<file path="src/rtl/mac_ctrl.sv">
// Sequencer for a MAC fed by two 1-cycle-latency operand memories: walks the address,
// gates the accumulator clear, then scales and saturates the dot product into result.
// Optional MAC_CTRL_RELU_EN clamps negative results to zero.
module mac_ctrl #(
    parameter int LEN   = 16,
    parameter int SHIFT = 7,
    parameter int AW    = $clog2(LEN)
) (
    input  logic                 clk,
    input  logic                 rst,
    input  logic                 start,
    input  logic signed [25:0]   acc,
    output logic [AW-1:0]        addr,
    output logic                 clr_n,
    output logic                 busy,
    output logic                 done,
    output logic signed [7:0]    result
);

    localparam logic [2:0] S_IDLE  = 3'd0;
    localparam logic [2:0] S_FILL  = 3'd1;
    localparam logic [2:0] S_ACC   = 3'd2;
    localparam logic [2:0] S_DRAIN = 3'd3;
    localparam logic [2:0] S_CAPT  = 3'd4;

    localparam logic [AW-1:0] ADDR_LAST = AW'(LEN - 1);

    logic [2:0]        state_q, state_d;
    logic [AW-1:0]     addr_q, addr_d;
    logic              done_q, done_d;
    logic signed [7:0] result_q, result_d;

    function automatic logic signed [7:0] post_proc(input logic signed [25:0] a);
        logic signed [25:0] v;
        v = a >>> SHIFT;
        if (v > 26'sd127) return 8'sd127;
`ifdef MAC_CTRL_RELU_EN
        if (v < 26'sd0) return 8'sd0;
`else
        if (v < -26'sd128) return -8'sd128;
`endif
        return v[7:0];
    endfunction

    always_comb begin
        state_d  = state_q;
        addr_d   = addr_q;
        done_d   = 1'b0;
        result_d = result_q;
        case (state_q)
            S_IDLE: begin
                addr_d = '0;
                if (start) state_d = S_FILL;
            end
            S_FILL: begin
                addr_d  = AW'(1);
                state_d = S_ACC;
            end
            S_ACC: begin
                // Address saturates at the last element; DRAIN reuses it.
                if (addr_q == ADDR_LAST) state_d = S_DRAIN;
                else                     addr_d  = addr_q + 1'b1;
            end
            S_DRAIN: state_d = S_CAPT;
            S_CAPT: begin
                result_d = post_proc(acc);
                done_d   = 1'b1;
                addr_d   = '0;
                state_d  = S_IDLE;
            end
            default: begin
                addr_d  = '0;
                state_d = S_IDLE;
            end
        endcase
    end

    always_ff @(posedge clk) begin
        if (rst) begin
            state_q  <= S_IDLE;
            addr_q   <= '0;
            done_q   <= 1'b0;
            result_q <= '0;
        end else begin
            state_q  <= state_d;
            addr_q   <= addr_d;
            done_q   <= done_d;
            result_q <= result_d;
        end
    end

    assign addr   = addr_q;
    assign clr_n  = (state_q == S_ACC) || (state_q == S_DRAIN);
    assign busy   = (state_q != S_IDLE);
    assign done   = done_q;
    assign result = result_q;

endmodule

</file>
<file path="config.mk">
export PLATFORM = sky130hd
export DESIGN_NAME = mac_ctrl
export DESIGN_NICKNAME = d
export VERILOG_FILES = /design/src/rtl/mac_ctrl.sv
export SDC_FILE = /design/constraint.sdc
export NUM_CORES = 1
export LEC_CHECK = 0
export ABC_AREA = 1
export CORE_ASPECT_RATIO = 1.5
export CORE_UTILIZATION = 35
export CTS_CLUSTER_SIZE = 16
export DETAILED_ROUTE_END_ITERATION = 6
export PLACE_DENSITY_LB_ADDON = 0.08
export SYNTH_ARGS = -nofsm -noshare
export SYNTH_HDL_FRONTEND = slang
export SYNTH_SLANG_ARGS = --single-unit
</file>
<file path="constraint.sdc">
create_clock -name clk -period 2.44 [get_ports clk]
set_input_delay 0.488 -clock clk [delete_from_list [all_inputs] [get_ports clk]]
set_output_delay 0.488 -clock clk [all_outputs]
set_load 0.03 [all_outputs]
</file>
==> impl_metrics.py, run 1 <==
metrics = {
    "run_status": {
        "status": "complete, no violations",
    },
    "clock_tree": {
        "cts_buffers": 3,
        "cts-root-buf": "clkbuf_4",
        "worstSkewPairLatency_ps": 280,
        "cts_sinks": 16,
        "post_cts_buffers": 0,
        "cts_max_path_buffers": 2,
        "clkSlewWorstSetupHoldPaths_ps": 100,
        "cts-htree-levels": 1,
        "postCtsHoldBufs": 0,
        "cts_tree": "done",
        "post_cts_resized": 0,
    },
    "synth": {
        "ys_seq_area_share_pct": 39.1,
        "syn-num-nets": 148,
        "syn_area_per_cell_sq_um": 6.95,
        "syn-cell-area_sq_um": 820,
        "synth_top_family_by_area": "simple AND/OR/NAND/NOR gates",
        "synth-compound-area-share_pct": 15.3,
        "synthMuxAreaShare_pct": 0,
        "ys_top_cells_by_area": "dfxtp_1 (39%), nor2_1 (14%), nand2_1 (6.9%)",
        "syn_inst": 118,
        "post-synth-top-area-fraction_pct": 39.1,
        "yosys.area_share.adder_pct": 1.53,
        "synth-xor-area-share_pct": 0,
        "synth_cell_type_count": 22,
        "synth_seq_cells": 16,
        "yosys_warnings": 0,
        "synth_top_area_cell": "dfxtp_1",
        "synth-simple-area-share_pct": 36.0,
    },
    "job": {
        "max_cap_viol_count": 0,
    },
    "die": {
        "dieArea_sq_um": 2540,
        "start_util_pct": 36.7,
        "io_pins": 44,
        "rows": 21,
        "dieWidth_um": 41.5,
        "core_area_sq_um": 2230,
        "die_h_um": 61.3,
    },
    "layout": {
        "drive_gt1_share_pct": 11.5,
        "num_antenna_cells": 0,
        "fillers": 222,
        "regArea_sq_um": 320,
        "final_nets": 187,
        "synthToLayoutAreaGrowth_pct": 50.8,
        "final_cell_mix": "clkdlybuf4s50_1 (36), nor2_1 (30), dfxtp_1 (16), nand2_1 (15), inv_1 (14)",
        "final_common_cell": "clkdlybuf4s50_1",
        "post-route-util_pct": 55.4,
        "multi_input_area_sq_um": 433,
    },
    "critical_path": {
        "crit_required_ps": 1950,
        "criticalPathCategory": "flip-flop to primary output",
        "critical_path.max_fanout": 4,
        "critPathLaunchType": "flip-flop",
        "worstRegToRegCells": 6,
        "end_kind": "primary output",
        "arrival_ps": 1730,
    },
    "sta": {
        "setup_viol_count_final": 0,
        "tightest_slew_ps": 367,
        "fin_tns_setup_ps": 0,
        "min_period_ps": 2220,
        "relSlewSlack_pct": 75.5,
        "fin_worst_skew_ps": 1.59,
        "final-max-slew-violation-count": 0,
        "hold_viol": 0,
        "fmax_ghz": 0.450,
        "period_share_pct": 91.0,
        "whs_ps": 472,
        "timing.final.ws_setup_ps": 220,
        "rsz0062_at_grt": "no",
    },
    "placed_design": {
        "portBuffers": 36,
        "gp_congestion": 0.803,
        "dp_hpwl_um": 1390,
        "place_worst_setup_slack_ps": 539,
    },
    "pwr": {
        "power_w": 0.000643,
        "leakagePower_nw": 0.534,
        "p_per_area_nw_per_um2": 520,
        "max-vdd-ir-drop_mv": 0.250,
    },
    "detailed_routing": {
        "drcViolationCount": 0,
        "routed_wl_um": 1710,
        "vias": 857,
        "drt_iter0_drc": 13,
        "wl_per_cell_um": 9.58,
        "viasPerCell": 4.79,
        "antenna_left": 0,
        "firstDrtPassIters": 2,
    },
    "global_routing": {
        "grt_use_total_pct": 14.0,
        "grt_overflow_total": 0,
        "grt_pass1_vias": 652,
        "antenna_found_initial": 0,
        "grt_max_degree": 13,
        "grt_pass1_wl_um": 2730,
    },
    "min_path": {
        "hp-class": "flip-flop to flip-flop",
        "hold_depth": 2,
    },
}
## cell type report
type / instances / area share, %
Clock buffer: 4 / 2.94
Inverter: 15 / 4.66
Multi-Input combinational cell: 85 / 35.0
Sequential cell: 16 / 25.9
Tap cell: 23 / 2.33
Timing Repair Buffer: 36 / 29.1
## cells by family after synthesis
group / Yosys count
fa+ha+maj: 1
compound gates: 23
simple gates: 61
buf+inv: 17
flops: 16
## routing by layer
metal	vias to the layer above	wire length (um)	global-route usage, %
met2	22	891	23.2
met5	-	0	0
met1	378	733	16.4
met4	0	27	9.68
met3	4	62	2.93
li1	453	-	-
## per-stage QoR
step | cell area, sq um | cells
detailed placement | 1200 | 175
CTS | 1240 | 179
global placement | 1200 | 175
floorplan | 820 | 118
finish | 1240 | 179
global route | 1240 | 179
## critical path: stages (launching register included)
cell and delay (ps):
dfxtp_1 390, nor2_2 180, nand2_2 110, nand2_4 100
clkdlybuf4s50_1 670
## synth_stat cells
cell,count
nor3_4,1
o21ai_1,2
and3_2,1
nand2_1,15
nor2_1,30
nand3_2,2
nand3_1,4
nand2_2,3
nor3_2,1
a21oi_2,2
o21ai_0,8
a21oi_1,10
clkbuf_2,1
clkbuf_1,1
nand2_4,2
dfxtp_1,16
ha_1,1
inv_1,14
a211oi_1,1
clkinv_2,1
nor3_1,1
nor2_2,1
## registers in the layout (all words and copies together), names as in the netlist
| name | count |
|---|---|
| addr | 4 |
| done | 1 |
| result | 8 |
| state_q | 3 |
## path summary, 6_finish.rpt
kind | slack [ps] | startpoint | endpoint
worst max-delay path | 220 | state_q[0] | clr_n
worst min-delay path | 470 | result[7] | result[7]
worst max register to register | 1160 | addr[0] | addr[3]
worst min register to register | 470 | result[7] | result[7]
## report_power, final
| group | total, W | internal [W] | switching (W) |
|---|---|---|---|
| combinational | 0.000173 | 0.0000823 | 0.0000910 |
| clock | 0.000177 | 0.0000907 | 0.0000858 |
| sequential | 0.000293 | 0.000275 | 0.0000182 |
No activity file was read; power rests on OpenSTA's default activity.
==> inputs of run 2 (changes only) <==
CORE_UTILIZATION = 40   (was 35)
==> impl_metrics.py, run 2 (synthesis gave the netlist of run 1 again) <==
metrics = {
    "run_status": {
        "status": "complete, no violations",
    },
    "detailed_routing": {
        "routed_wl_um": 1670,
        "viasPerCell": 4.73,
        "drcViolationCount": 0,
        "firstDrtPassIters": 4,
        "antenna_left": 0,
        "vias": 838,
        "drt_iter0_drc": 9,
        "wl_per_cell_um": 9.41,
    },
    "clock_tree": {
        "postCtsHoldBufs": 0,
        "cts-htree-levels": 1,
        "clkSlewWorstSetupHoldPaths_ps": 90,
        "cts_buffers": 3,
        "post_cts_buffers": 0,
        "cts_max_path_buffers": 2,
        "cts_sinks": 16,
        "worstSkewPairLatency_ps": 280,
        "post_cts_resized": 0,
        "cts_tree": "done",
        "cts-root-buf": "clkbuf_4",
    },
    "job": {
        "max_cap_viol_count": 0,
    },
    "critical_path": {
        "crit_required_ps": 1950,
        "slowest_stage": "clkdlybuf4s50_1",
        "critPathLaunchType": "flip-flop",
        "worst-path-buf-inv": 1,
        "criticalPathCategory": "flip-flop to primary output",
        "cp_cell_sequence": "nor2_2, nand2_2, nand2_4, clkdlybuf4s50_1",
        "end_kind": "primary output",
        "critical_path.max_fanout": 4,
        "r2r_start": "addr[0]",
        "worstSetupStartpoint": "state_q[0]",
        "slowest_delay_ps": 670,
        "cpLargestDelayFamily": "buffers and inverters",
        "arrival_ps": 1710,
    },
    "pwr": {
        "leakagePower_nw": 0.534,
        "max-vdd-ir-drop_mv": 0.278,
        "p_per_area_nw_per_um2": 513,
    },
    "min_path": {
        "holdCritStartpoint": "result[7]",
        "hp-class": "flip-flop to flip-flop",
    },
    "sta": {
        "relSlewSlack_pct": 76.4,
        "hold_viol": 0,
        "fmax_ghz": 0.455,
        "fin_tns_setup_ps": 0,
        "setup_viol_count_final": 0,
        "fin_worst_skew_ps": 1.81,
        "final-max-slew-violation-count": 0,
        "tightest_slew_ps": 352,
        "min_period_ps": 2200,
        "period_share_pct": 90.1,
        "rsz0062_at_grt": "no",
    },
    "layout": {
        "largest_register_ffs": 8,
        "post-route-util_pct": 65.7,
        "final_cell_mix": "clkdlybuf4s50_1 (36), nor2_1 (30), dfxtp_1 (16), nand2_1 (15), inv_1 (14)",
        "drive_gt1_share_pct": 11.5,
        "final_nets": 187,
        "num_antenna_cells": 0,
        "final_common_cell": "clkdlybuf4s50_1",
        "synthToLayoutAreaGrowth_pct": 50.5,
    },
    "global_routing": {
        "grt_pass1_vias": 752,
        "grt_overflow_total": 0,
        "grt_max_degree": 13,
        "antenna_found_initial": 0,
        "grt_use_total_pct": 18.1,
        "grt_pass1_wl_um": 2930,
    },
    "placed_design": {
        "portBuffers": 36,
        "dp_hpwl_um": 1370,
        "gp_congestion": 0.681,
    },
    "die": {
        "core_area_sq_um": 1880,
        "start_util_pct": 43.6,
        "io_pins": 44,
        "rows": 19,
        "die_h_um": 57.4,
        "dieArea_sq_um": 2240,
        "dieWidth_um": 39.0,
    },
}
==> run 2: report_power, final <==
part | internal [W] | switching (W)
Sequential | 0.000275 | 0.0000169
Clock | 0.0000907 | 0.0000776
Combinational | 0.0000824 | 0.0000907
==> run 2: layer usage <==
metal	GRT usage (%)	wire length (um)
met1	22.2	702
met5	0	0
met4	11.8	27
met2	29.0	890
met3	1.17	45
==> run 2: metrics by stage <==
stage | total power (W) | instance area (sq um) | worst slack (ps) | cells | hold WS [ps]
4_1_cts | 0.000642 | 1230 | 219 | 177 | 473
5_1_grt | 0.000675 | 1230 | 140 | 177 | 510
6_report | 0.000633 | 1230 | 241 | 177 | 471
3_3_place_gp | 0.000470 | 1200 | 559 | 173 | 451
3_5_place_dp | 0.000473 | 1200 | 539 | 173 | 460
2_1_floorplan | 0.000395 | 820 | 1050 | 118 | 503
==> run 2: layout make-up <==
cell class                 count  area [sq um]
clock buffer                   4          36.3
fill                         166           644
inverter                      15          57.6
multi-input combinational     85           433
sequential                    16           320
tap                           21          26.3
timing repair buffer          36           360
==> run 2: worst min-delay path: stages (launching register included) <==
cell and delay [ps]:
dfxtp_1 320, nand2_1 60, a21oi_1 50
==> run 2: worst paths after layout <==
| kind | to | cells past startpoint | slack, ps |
|---|---|---|---|
| setup / recovery | clr_n | 4 | 240 |
| hold / removal | result[7] | 2 | 470 |
| setup reg to reg | addr[2] | 6 | 1200 |
| hold reg to reg | result[7] | 2 | 470 |
==> inputs of run 3 (changes only) <==
SLEW_MARGIN = 20   (was unset)
==> results of run 3 <==
No change in the layout: final DEF, timing and power equal those of run 2.
